[config.mk]
export PLATFORM = sky130hd
export DESIGN_NAME = glom_unpack
export DESIGN_NICKNAME = d
export VERILOG_FILES = /design/src/rtl/glom_unpack.sv
export SDC_FILE = /design/constraint.sdc
export NUM_CORES = 1
export LEC_CHECK = 0
export CAP_MARGIN = 20
export CORE_MARGIN = 4
export CORE_UTILIZATION = 30
export CTS_CLUSTER_DIAMETER = 30
export DETAILED_ROUTE_END_ITERATION = 8
export GPL_TIMING_DRIVEN = 0
export PLACE_DENSITY = 0.61
export REMOVE_ABC_BUFFERS = 1
export SYNTH_ARGS = -nofsm -noshare
export SYNTH_HDL_FRONTEND = slang
export SYNTH_SLANG_ARGS = --single-unit
export TNS_END_PERCENT = 30
[constraint.sdc]
create_clock -name clk -period 3.8 [get_ports clk]
set_clock_uncertainty 0.05 [all_clocks]
set_input_delay 0.76 -clock clk [delete_from_list [all_inputs] [get_ports clk]]
set_output_delay 0.76 -clock clk [all_outputs]
set_load 0.005 [all_outputs]
[src/rtl/glom_unpack.sv]
// glom_unpack: reassembles MSB-first bytes into a word and emits it with its glom byte
module glom_unpack #(
  parameter int WORD_BYTES = 4,
  parameter int CNT_W = 16
) (
  input  logic                    clk,
  input  logic                    reset,
  input  logic [7:0]              in_byte,
  input  logic                    in_valid,
  output logic                    in_ready,
  output logic [8*WORD_BYTES-1:0] out_word,
  output logic [7:0]              out_glom,
  output logic                    out_valid,
  input  logic                    out_ready,
  output logic [CNT_W-1:0]        words_out
);
  localparam int W = 8 * WORD_BYTES;
  localparam int CW = $clog2(WORD_BYTES);
  typedef enum logic {COLLECT, EMIT} state_t;
  state_t state, next_state;
  logic [CW-1:0] cnt;
  logic [W-1:0] new_word;
  logic accept, last, handoff;
  always_comb begin
    in_ready = state == COLLECT;
    out_valid = state == EMIT;
    accept = in_valid && in_ready;
    last = accept && cnt == CW'(WORD_BYTES - 1);
    handoff = out_valid && out_ready;
    new_word = {out_word[W-9:0], in_byte};
    next_state = last ? EMIT : handoff ? COLLECT : state;
  end
  always_ff @(posedge clk) begin
    if (!reset) begin
      state <= COLLECT;
      cnt <= '0;
      out_word <= '0;
      out_glom <= '0;
      words_out <= '0;
    end else begin
      state <= next_state;
      if (accept) begin
        out_word <= new_word;
        cnt <= last ? '0 : cnt + 1'b1;
      end
      if (last) out_glom <= {new_word[W-1:W-4], in_byte[3:0]};
      if (handoff) words_out <= words_out + 1'b1;
    end
  end
endmodule

==> results.sh, run 1 <==
export IMPL_drive_above_1_share_pct=7.00
export IMPL_grtUsageTotal_pct=13.0
export IMPL_clk_pin_slew_ns=0.06
export IMPL_setup_viol=0
export IMPL_cpPeakStageDelay_ns=0.78
export IMPL_crit_path_end_kind="flop"
export IMPL_drv_cap=0
export IMPL_p_seq_share_pct=45.8
export IMPL_syn_inst=274
export IMPL_gp_congestion=0.735
export IMPL_grt_pass1_wl_mm=8.94
export IMPL_via_per_inst=4.60
export IMPL_worst_pin_slew_ns=1.01
export IMPL_clk_path_buf_depth=2
export IMPL_cts_root_buf="clkbuf_8"
export IMPL_ys_types=25
export IMPL_fin_ws_ns=1.19
export IMPL_rsz0062_at_grt="false"
export IMPL_ys_warn_count=0
export IMPL_fin_hold_ws_ns=0.404
export IMPL_portBuffers=69
export IMPL_cts_sinks=59
export IMPL_vias=2034
export IMPL_antennaDiodeCount=0
export IMPL_antenna_found_initial=0
export IMPL_synthTopCellsByArea="dfxtp_1 53%, nand2_1 14%, a21oi_1 11%"
export IMPL_dr_first_iter_drc_count=59
export IMPL_gr_total_overflow=0
export IMPL_die_h_um=94.1
export IMPL_post_cts_setup_buffers=0
export IMPL_die_w_um=94.1
export IMPL_h_tree_depth=3
export IMPL_nNetsFinal=352
export IMPL_path_cells="clkdlybuf4s50_1 -> nor2b_4 -> nand2_1 -> nand2_1 -> a21oi_1"
export IMPL_reg2regPathDepth=4
export IMPL_worst_endpoint_required_ns=3.92
export IMPL_syn_area_um2=2220
export IMPL_dp_slack_ns=0.791
export IMPL_cpMostUsedCell="nand2_1"
export IMPL_synthToLayoutAreaGrowth_pct=46.4
export IMPL_critPathMaxFanout=42
export IMPL_antenna_left=0
export IMPL_rr_startpoint="out_valid"
export IMPL_period_share_pct=68.6
export IMPL_rows=31
export IMPL_p_per_area_nw_per_um2=428
export IMPL_synth_avg_cell_area_um2=8.11
export IMPL_period_needed_ns=2.61
export IMPL_power_internal_uw=1110
export IMPL_worstSetupPathType="input pin to flop"
export IMPL_yosys_area_top_type="dfxtp_1"
export IMPL_r2r_end="out_glom[1]"
export IMPL_cts_resized_gates=0
export IMPL_status="finished clean"
export IMPL_hold_end="out_word[26]"
export IMPL_hold_viol_final=0
export IMPL_yosysSeqAreaShare_pct=53.1
export IMPL_io_pins=70
export IMPL_p_comb_share_pct=5.5
export IMPL_reg2reg_slack_ns=1.71
export IMPL_hold_depth=2
export IMPL_final_util_pct=45.1
export IMPL_drc=0
export IMPL_crit_path_start="in_valid"
export IMPL_cp_data_arrival_time_ns=2.72
export IMPL_p_leak_uw=0.00109
export IMPL_synth_seq_cells=59
export IMPL_cpMaxStageDelayCell="nor2b_4"
export IMPL_synth_top_cell_area_share_pct=53.1
export IMPL_worst_path_buf_inv=1
export IMPL_cts_tree="built"
export IMPL_grt_max_degree=60
export IMPL_switching_share_pct=20.5
export IMPL_wirelength_mm=5.39
export IMPL_start_util_pct=30.8
export IMPL_core_um2=7210
export IMPL_fmax_mhz=384
export IMPL_cp_start_kind="input pin"
export IMPL_numCtsBuffers=9
export IMPL_slew_violations=0
export IMPL_insertion_delay_ns=0.33
export IMPL_post_dp_hpwl_mm=3.63
export IMPL_wire_per_inst_um=12.2
export IMPL_worstHoldStart="out_word[26]"
export IMPL_hold_class="flop to flop"
export IMPL_grt_pass1_vias=1952
export IMPL_cpLargestDelayFamily="simple AND/OR/NAND/NOR gates"
export IMPL_dr_pass1_iters=4
export IMPL_cts_hold_buf=0
export IMPL_die_area_um2=8850
export IMPL_switchingPower_uw=286
export IMPL_ir_drop_mv=0.159
export IMPL_relSlewSlack_pct=32.4
export IMPL_clockPowerShare_pct=48.7
[worst min-delay path: cells and delay by family (launching register included)]
| family | cells | cell delay (ns) |
|---|---|---|
| AOI/OAI and AO/OA | 1 | 0.05 |
| DFF | 1 | 0.31 |
| and+or+nand+nor | 1 | 0.05 |
[routing by layer]
| metal | wire (µm) | track usage [%] | vias up | part of all wire, % |
|---|---|---|---|---|
| met1 | 2350 | 14.2 | 936 | 44 |
| li1 | - | - | 1044 | - |
| met5 | 0 | 0 | - | 0 |
| met3 | 340 | 6.33 | 6 | 6.3 |
| met4 | 63 | 4.33 | 0 | 1.2 |
| met2 | 2640 | 21.8 | 48 | 49 |
[sequential cells by signal (all words and copies together) (netlist names)]
| signal | cells |
|---|---|
| out_glom | 8 |
| out_valid | 1 |
| out_word | 32 |
| words_out | 16 |
| cnt | 2 |
[worst max path at each step]
stage | endpoint | slack (ns) | cells past startpoint
finish | out_glom[1] | 1.19 | 5
global route | out_glom[5] | 0.98 | 5
CTS | out_glom[1] | 1.15 | 5
detailed placement | out_glom[1] | 0.79 | 5
global placement | out_glom[4] | -1.01 | 5
floorplan | out_glom[0] | 0.81 | 4
[power groups by stage]
stage | combinational, µW | clock [µW] | sequential [µW]
2_1_floorplan | 29.5 | 0 | 652
6_report | 76.9 | 679 | 638
3_5_place_dp | 78.5 | 0 | 652
4_1_cts | 78.8 | 704 | 638
5_1_grt | 85.4 | 730 | 639
3_3_place_gp | 73.5 | 0 | 651
[final cells by class]
cell class,instances,area [µm²]
clock buffers,13,179
multi-input cells,194,970
repair buffers,70,718
well taps,99,124
clock inverters,3,67.6
flip-flops and latches,59,1180
fillers,749,3960
inverters,4,15.0
[synthesized netlist by cell type, drive strengths merged]
| library cell | count |
|---|---|
| nand2 | 83 |
| dfxtp | 59 |
| a21oi | 49 |
| clkbuf | 16 |
| nand3 | 14 |
| nor2 | 11 |
| xor2 | 7 |
| nand4 | 5 |
| inv | 4 |
| and4 | 3 |
| o31ai | 3 |
| or3 | 3 |
| or4 | 3 |
| xnor2 | 3 |
| ha | 2 |
| nand2b | 2 |
| nor3 | 2 |
| o21ai | 2 |
| buf | 1 |
| nor2b | 1 |
| nor4 | 1 |
[placed cells by master (no fill, tap or decap)]
| cell | count |
|---|---|
| dfxtp_1 | 59 |
| inv_2 | 1 |
| clkinvlp_4 | 1 |
| xor2_1 | 7 |
| nand2b_1 | 2 |
| buf_16 | 1 |
| nor4_1 | 1 |
| nand4_2 | 1 |
| o31ai_1 | 3 |
| xnor2_1 | 3 |
| and4_1 | 2 |
| or4_1 | 3 |
| or3_2 | 2 |
| nand2_1 | 83 |
| nand3_1 | 14 |
| bufinv_16 | 2 |
| nor2b_4 | 1 |
| or3_4 | 1 |
| nor3_1 | 2 |
| nand4_1 | 4 |
| and4_2 | 1 |
| clkdlybuf4s50_1 | 69 |
| inv_1 | 3 |
| ha_1 | 2 |
| a21oi_1 | 49 |
| nor2_1 | 11 |
| clkbuf_8 | 13 |
| o21ai_0 | 2 |
[cell families after synthesis]
logic type	after synthesis	share of synthesized area, %
AO/OA/AOI/OAI	54	12.5
XOR/XNOR	10	3.94
adder cells (fa/ha/maj)	2	1.13
buffers and inverters	21	3.60
flip-flops	59	53.1
AND/OR/NAND/NOR	128	25.7
[metrics by stage]
stage	power, µW	instances	cell area, µm²	setup TNS, ns
finish	1390	442	3250	0
global route	1450	442	3250	0
CTS	1420	442	3250	0
detailed placement	730	426	3010	0
global placement	725	425	2970	-11.70
floorplan	681	257	2160	0
No activity file was read; power rests on OpenSTA's default activity.
==> run 2: changes to the inputs <==
==> constraint.sdc (replaced) <==
create_clock -name clk -period 2.4 [get_ports clk]
set_clock_uncertainty 0.05 [all_clocks]
set_input_delay 0.48 -clock clk [delete_from_list [all_inputs] [get_ports clk]]
set_output_delay 0.48 -clock clk [all_outputs]
set_load 0.005 [all_outputs]
==> run 2 against run 1 <==
- sequential share of layout area is 0.097 points lower
- setup slack worse by 0.86 ns
- flip-flop and latch count stayed put
- routed wire length is 5.0% higher
- clock-buffer cell count stayed put
- die area stayed put
- largest power group unchanged
==> results.sh, run 2 (synthesis results as in run 1) <==
export IMPL_status="finished clean"
export IMPL_cts_sinks=59
export IMPL_final_cell_area_um2=3260
export IMPL_hold_class="flop to flop"
export IMPL_numCtsBuffers=9
export IMPL_hold_depth=2
export IMPL_antenna_left=0
export IMPL_fmax_mhz=485
export IMPL_path_cells="clkdlybuf4s50_1"
export IMPL_largest_reg_flops=32
export IMPL_gr_total_overflow=0
export IMPL_grt_max_degree=60
export IMPL_rows=31
export IMPL_h_tree_depth=3
export IMPL_rsz0062_at_grt="false"
export IMPL_drive_above_1_share_pct=7.27
export IMPL_top_register="out_word"
export IMPL_worst_path_buf_inv=1
export IMPL_dr_first_iter_drc_count=59
export IMPL_worstHoldStart="out_word[26]"
export IMPL_antenna_found_initial=0
export IMPL_cts_resized_gates=0
export IMPL_cts_root_buf="clkbuf_8"
export IMPL_vias=2067
export IMPL_fin_cells=443
export IMPL_crit_path_end_kind="output pin"
export IMPL_portBuffers=69
export IMPL_grt_pass1_vias=1952
export IMPL_start_util_pct=30.8
export IMPL_nNetsFinal=353
export IMPL_antennaDiodeCount=0
export IMPL_insertion_delay_ns=0.33
export IMPL_reg2reg_slack_ns=0.44
export IMPL_grtUsageTotal_pct=13.0
export IMPL_worstSetupPathType="flop to output pin"
export IMPL_p_per_area_nw_per_um2=678
export IMPL_cpMaxStageDelayCell="dfxtp_1"
export IMPL_drc=0
export IMPL_hold_viol_final=0
export IMPL_fin_hold_ws_ns=0.405
export IMPL_final_util_pct=45.2
export IMPL_gp_congestion=0.735
export IMPL_wire_per_inst_um=12.8
export IMPL_placed_area_um2=3010
export IMPL_worst_endpoint_required_ns=1.87
export IMPL_ir_drop_mv=0.252
export IMPL_via_per_inst=4.67
export IMPL_setup_viol=0
export IMPL_cpPeakStageDelay_ns=0.61
export IMPL_core_um2=7210
export IMPL_cp_start_kind="flop"
export IMPL_die_w_um=94.1
export IMPL_post_dp_hpwl_mm=3.63
export IMPL_rr_startpoint="out_valid"
export IMPL_slew_violations=0
export IMPL_final_cell_mix="83 x nand2_1, 69 x clkdlybuf4s50_1, 59 x dfxtp_1"
export IMPL_clk_pin_slew_ns=0.07
export IMPL_drv_cap=0
export IMPL_cpLargestDelayFamily="flip-flops"
export IMPL_critPathMaxFanout=12
export IMPL_synthToLayoutAreaGrowth_pct=46.8
export IMPL_cts_tree="built"
export IMPL_io_pins=70
export IMPL_hold_end="out_word[26]"
export IMPL_post_cts_setup_buffers=0
export IMPL_r2r_end="cnt[0]"
export IMPL_dr_pass1_iters=4
export IMPL_die_h_um=94.1
export IMPL_period_needed_ns=2.06
export IMPL_period_share_pct=86.0
export IMPL_reg2regPathDepth=5
export IMPL_p_leak_uw=0.00110
export IMPL_clk_path_buf_depth=2
export IMPL_cp_data_arrival_time_ns=1.53
export IMPL_cts_hold_buf=0
export IMPL_worst_pin_slew_ns=1.03
export IMPL_die_area_um2=8850
export IMPL_grt_pass1_wl_mm=8.94
export IMPL_dpl_cell_count=426
export IMPL_top_regs="out_word (32), words_out (16), out_glom (8)"
export IMPL_final_common_cell="nand2_1"
export IMPL_wirelength_mm=5.66
export IMPL_relSlewSlack_pct=31.4
## run 2: changes by cell type in the layout (fill, tap and decap cells not counted), sizes merged
cell   change
nor2b      +1
## run 2: area by class of cell
type	instances	area, µm²
well taps	99	124
flip-flops and latches	59	1180
inverters	4	15.0
repair buffers	70	718
clock inverters	3	67.6
fillers	749	3950
multi-input cells	195	978
clock buffers	13	179
## run 2: worst max-delay path by stage
stage / start / to / slack (ns) / depth (start not counted)
finish: out_valid / out_valid / 0.34 / 1
global placement: in_valid / out_glom[4] / -2.13 / 5
floorplan: in_valid / out_glom[0] / -0.31 / 4
CTS: in_valid / out_glom[1] / 0.03 / 5
global route: out_valid / out_valid / 0.23 / 1
detailed placement: in_valid / out_glom[1] / -0.33 / 5
## run 2: layer usage
layer	vias to the layer above	track usage (%)	share of wire, %
li1	1046	-	-
met1	959	14.2	42
met2	56	21.8	50
met3	6	6.33	6.7
met4	0	4.33	1.1
met5	-	0	0
## run 2: power breakdown
| part | internal (µW) | switching, µW |
|---|---|---|
| registers | 997 | 13.3 |
| logic | 59.4 | 65.4 |
| clock network | 698 | 380 |
| total | 1750 | 458 |
## run 2: per-stage QoR
step	worst slack (ns)	power [µW]	TNS, ns
floorplan	-0.312	1080	-2.71
global placement	-2.13	1150	-58.74
detailed placement	-0.329	1160	-2.83
CTS	0.0283	2250	0
global route	0.226	2310	0
finish	0.337	2210	0
==> run 3: changes to the inputs <==
--- a/config.mk
+++ b/config.mk
@@ -6,12 +6,13 @@
 export NUM_CORES = 1
 export LEC_CHECK = 0
 export CAP_MARGIN = 20
-export CORE_MARGIN = 4
+export CELL_PAD_IN_SITES_DETAIL_PLACEMENT = 0
+export CELL_PAD_IN_SITES_GLOBAL_PLACEMENT = 1
 export CORE_UTILIZATION = 30
 export CTS_CLUSTER_DIAMETER = 30
 export DETAILED_ROUTE_END_ITERATION = 8
 export GPL_TIMING_DRIVEN = 0
-export PLACE_DENSITY = 0.61
+export PLACE_DENSITY = 0.78
 export REMOVE_ABC_BUFFERS = 1
 export SYNTH_ARGS = -nofsm -noshare
 export SYNTH_HDL_FRONTEND = slang
==> run 3 against run 2 <==
- routed wire length is 3.9% lower
- clock power is 27% lower
- core utilization is 1.0 points lower
- sequential power hardly changed
- largest power group is now sequential cells
==> results.sh, run 3 (synthesis results as in run 1) <==
export IMPL_p_comb_share_pct=6.4
export IMPL_worstSetupPathType="flop to output pin"
export IMPL_dpl_cell_count=426
export IMPL_worst_endpoint_required_ns=1.87
export IMPL_ir_drop_mv=0.247
export IMPL_top_register="out_word"
export IMPL_fin_hold_ws_ns=0.400
export IMPL_post_cts_setup_buffers=0
export IMPL_cts_tree="built"
export IMPL_rsz0062_at_grt="false"
export IMPL_die_w_um=88.1
export IMPL_worst_path_buf_inv=1
export IMPL_grt_max_degree=60
export IMPL_gp_congestion=0.678
export IMPL_hold_class="flop to flop"
export IMPL_largest_reg_flops=32
export IMPL_wirelength_mm=5.44
export IMPL_nNetsFinal=353
export IMPL_dr_pass1_iters=4
export IMPL_seq_area_um2=1180
export IMPL_rr_startpoint="out_valid"
export IMPL_wire_per_inst_um=12.3
export IMPL_p_leak_uw=0.00107
export IMPL_die_area_um2=7760
export IMPL_multi_input_area_um2=978
export IMPL_r2r_end="words_out[15]"
export IMPL_cp_data_arrival_time_ns=1.53
export IMPL_p_per_area_nw_per_um2=604
export IMPL_rows=31
export IMPL_path_cells="clkdlybuf4s50_1"
export IMPL_grt_pass1_wl_mm=8.34
export IMPL_grt_pass1_vias=1697
export IMPL_p_seq_share_pct=52.4
export IMPL_worst_pin_slew_ns=1.02
export IMPL_numCtsBuffers=9
export IMPL_hold_viol_final=0
export IMPL_relSlewSlack_pct=31.7
export IMPL_fin_cells=443
export IMPL_worstHoldStart="out_word[24]"
export IMPL_vias=2026
export IMPL_drive_above_1_share_pct=6.40
export IMPL_antenna_found_initial=0
export IMPL_switching_share_pct=22.9
export IMPL_gr_total_overflow=0
export IMPL_reg2reg_slack_ns=0.49
export IMPL_clockPowerShare_pct=41.1
export IMPL_die_h_um=88.1
export IMPL_cpMaxStageDelayCell="dfxtp_1"
export IMPL_io_pins=70
export IMPL_fmax_mhz=485
export IMPL_clk_path_buf_depth=2
export IMPL_clk_pin_slew_ns=0.06
export IMPL_tns_ns=0
export IMPL_final_cell_mix="83 x nand2_1, 69 x clkdlybuf4s50_1, 59 x dfxtp_1"
export IMPL_antennaDiodeCount=0
export IMPL_insertion_delay_ns=0.32
export IMPL_antenna_left=0
export IMPL_top_regs="out_word (32), words_out (16), out_glom (8)"
export IMPL_core_um2=7210
export IMPL_synthToLayoutAreaGrowth_pct=43.4
export IMPL_setup_viol=0
export IMPL_switchingPower_uw=441
export IMPL_drc=0
export IMPL_fill_cells=774
export IMPL_via_per_inst=4.57
export IMPL_cpPeakStageDelay_ns=0.62
export IMPL_portBuffers=69
export IMPL_h_tree_depth=3
export IMPL_hold_end="out_word[24]"
export IMPL_start_util_pct=30.8
export IMPL_final_common_cell="nand2_1"
export IMPL_hold_depth=2
export IMPL_cts_resized_gates=0
export IMPL_status="finished clean"
export IMPL_cts_hold_buf=0
export IMPL_cp_start_kind="flop"
export IMPL_crit_path_end_kind="output pin"
export IMPL_drv_cap=0
export IMPL_cpLargestDelayFamily="flip-flops"
export IMPL_period_share_pct=85.9
export IMPL_reg2regPathDepth=4
export IMPL_post_dp_hpwl_mm=3.33
export IMPL_dr_first_iter_drc_count=55
export IMPL_period_needed_ns=2.06
export IMPL_slew_violations=0
export IMPL_cts_root_buf="clkbuf_8"
export IMPL_grtUsageTotal_pct=14.1
export IMPL_power_internal_uw=1490
export IMPL_cts_sinks=59
export IMPL_critPathMaxFanout=12
-- run 3: layout make-up --
type | instances | area share (%)
flip-flops and latches | 59 | 37.0
clock inverters | 2 | 0.314
well taps | 99 | 3.88
clock buffers | 14 | 5.10
inverters | 4 | 0.471
repair buffers | 70 | 22.5
multi-input cells | 195 | 30.7
-- run 3: worst register-to-register path, delay by kind of cell, from the launching register on --
kind,cells,cell delay (ns)
and+or+nand+nor,3,1.02
DFF,1,0.62
AOI/OAI and AO/OA,1,0.14
-- run 3: worst max-delay path by stage --
stage	start	endpoint	slack, ns	cells after the start
after floorplan	in_valid	out_glom[0]	-0.31	4
after global placement	in_valid	out_glom[2]	-2.14	5
after detailed placement	in_valid	out_glom[1]	-0.34	5
after CTS	in_valid	out_glom[1]	0.01	5
after global routing	in_valid	out_glom[7]	0.19	5
final	out_valid	out_valid	0.34	1
-- run 3: power by group through the flow --
| stage | combinational (µW) | clock [µW] | sequential (µW) |
|---|---|---|---|
| final | 124 | 793 | 1010 |
| after CTS | 124 | 817 | 1010 |
| after global routing | 137 | 871 | 1010 |
| after global placement | 116 | 0 | 1030 |
| after floorplan | 46.8 | 0 | 1030 |
| after detailed placement | 123 | 0 | 1030 |
-- run 3: routing by layer --
metal  up-vias  global-route usage (%)  share of wire (%)
met4         0                    7.92                1.6
met1       924                    19.1                 49
met2        44                    20.2                 44
met3         8                    3.96                4.8
met5         -                       0                  0
li1       1050                       -                  -
-- run 3: per-stage QoR --
step                      instance area [µm²]  power [µW]  setup WS (ns)  util, %
after global routing                     3190        2020          0.187     44.2
final                                    3190        1930          0.339     44.2
after global placement                   2970        1150          -2.14     41.2
after floorplan                          2160        1080         -0.312        -
after CTS                                3180        1950         0.0139     44.1
after detailed placement                 3010        1150         -0.340     41.7
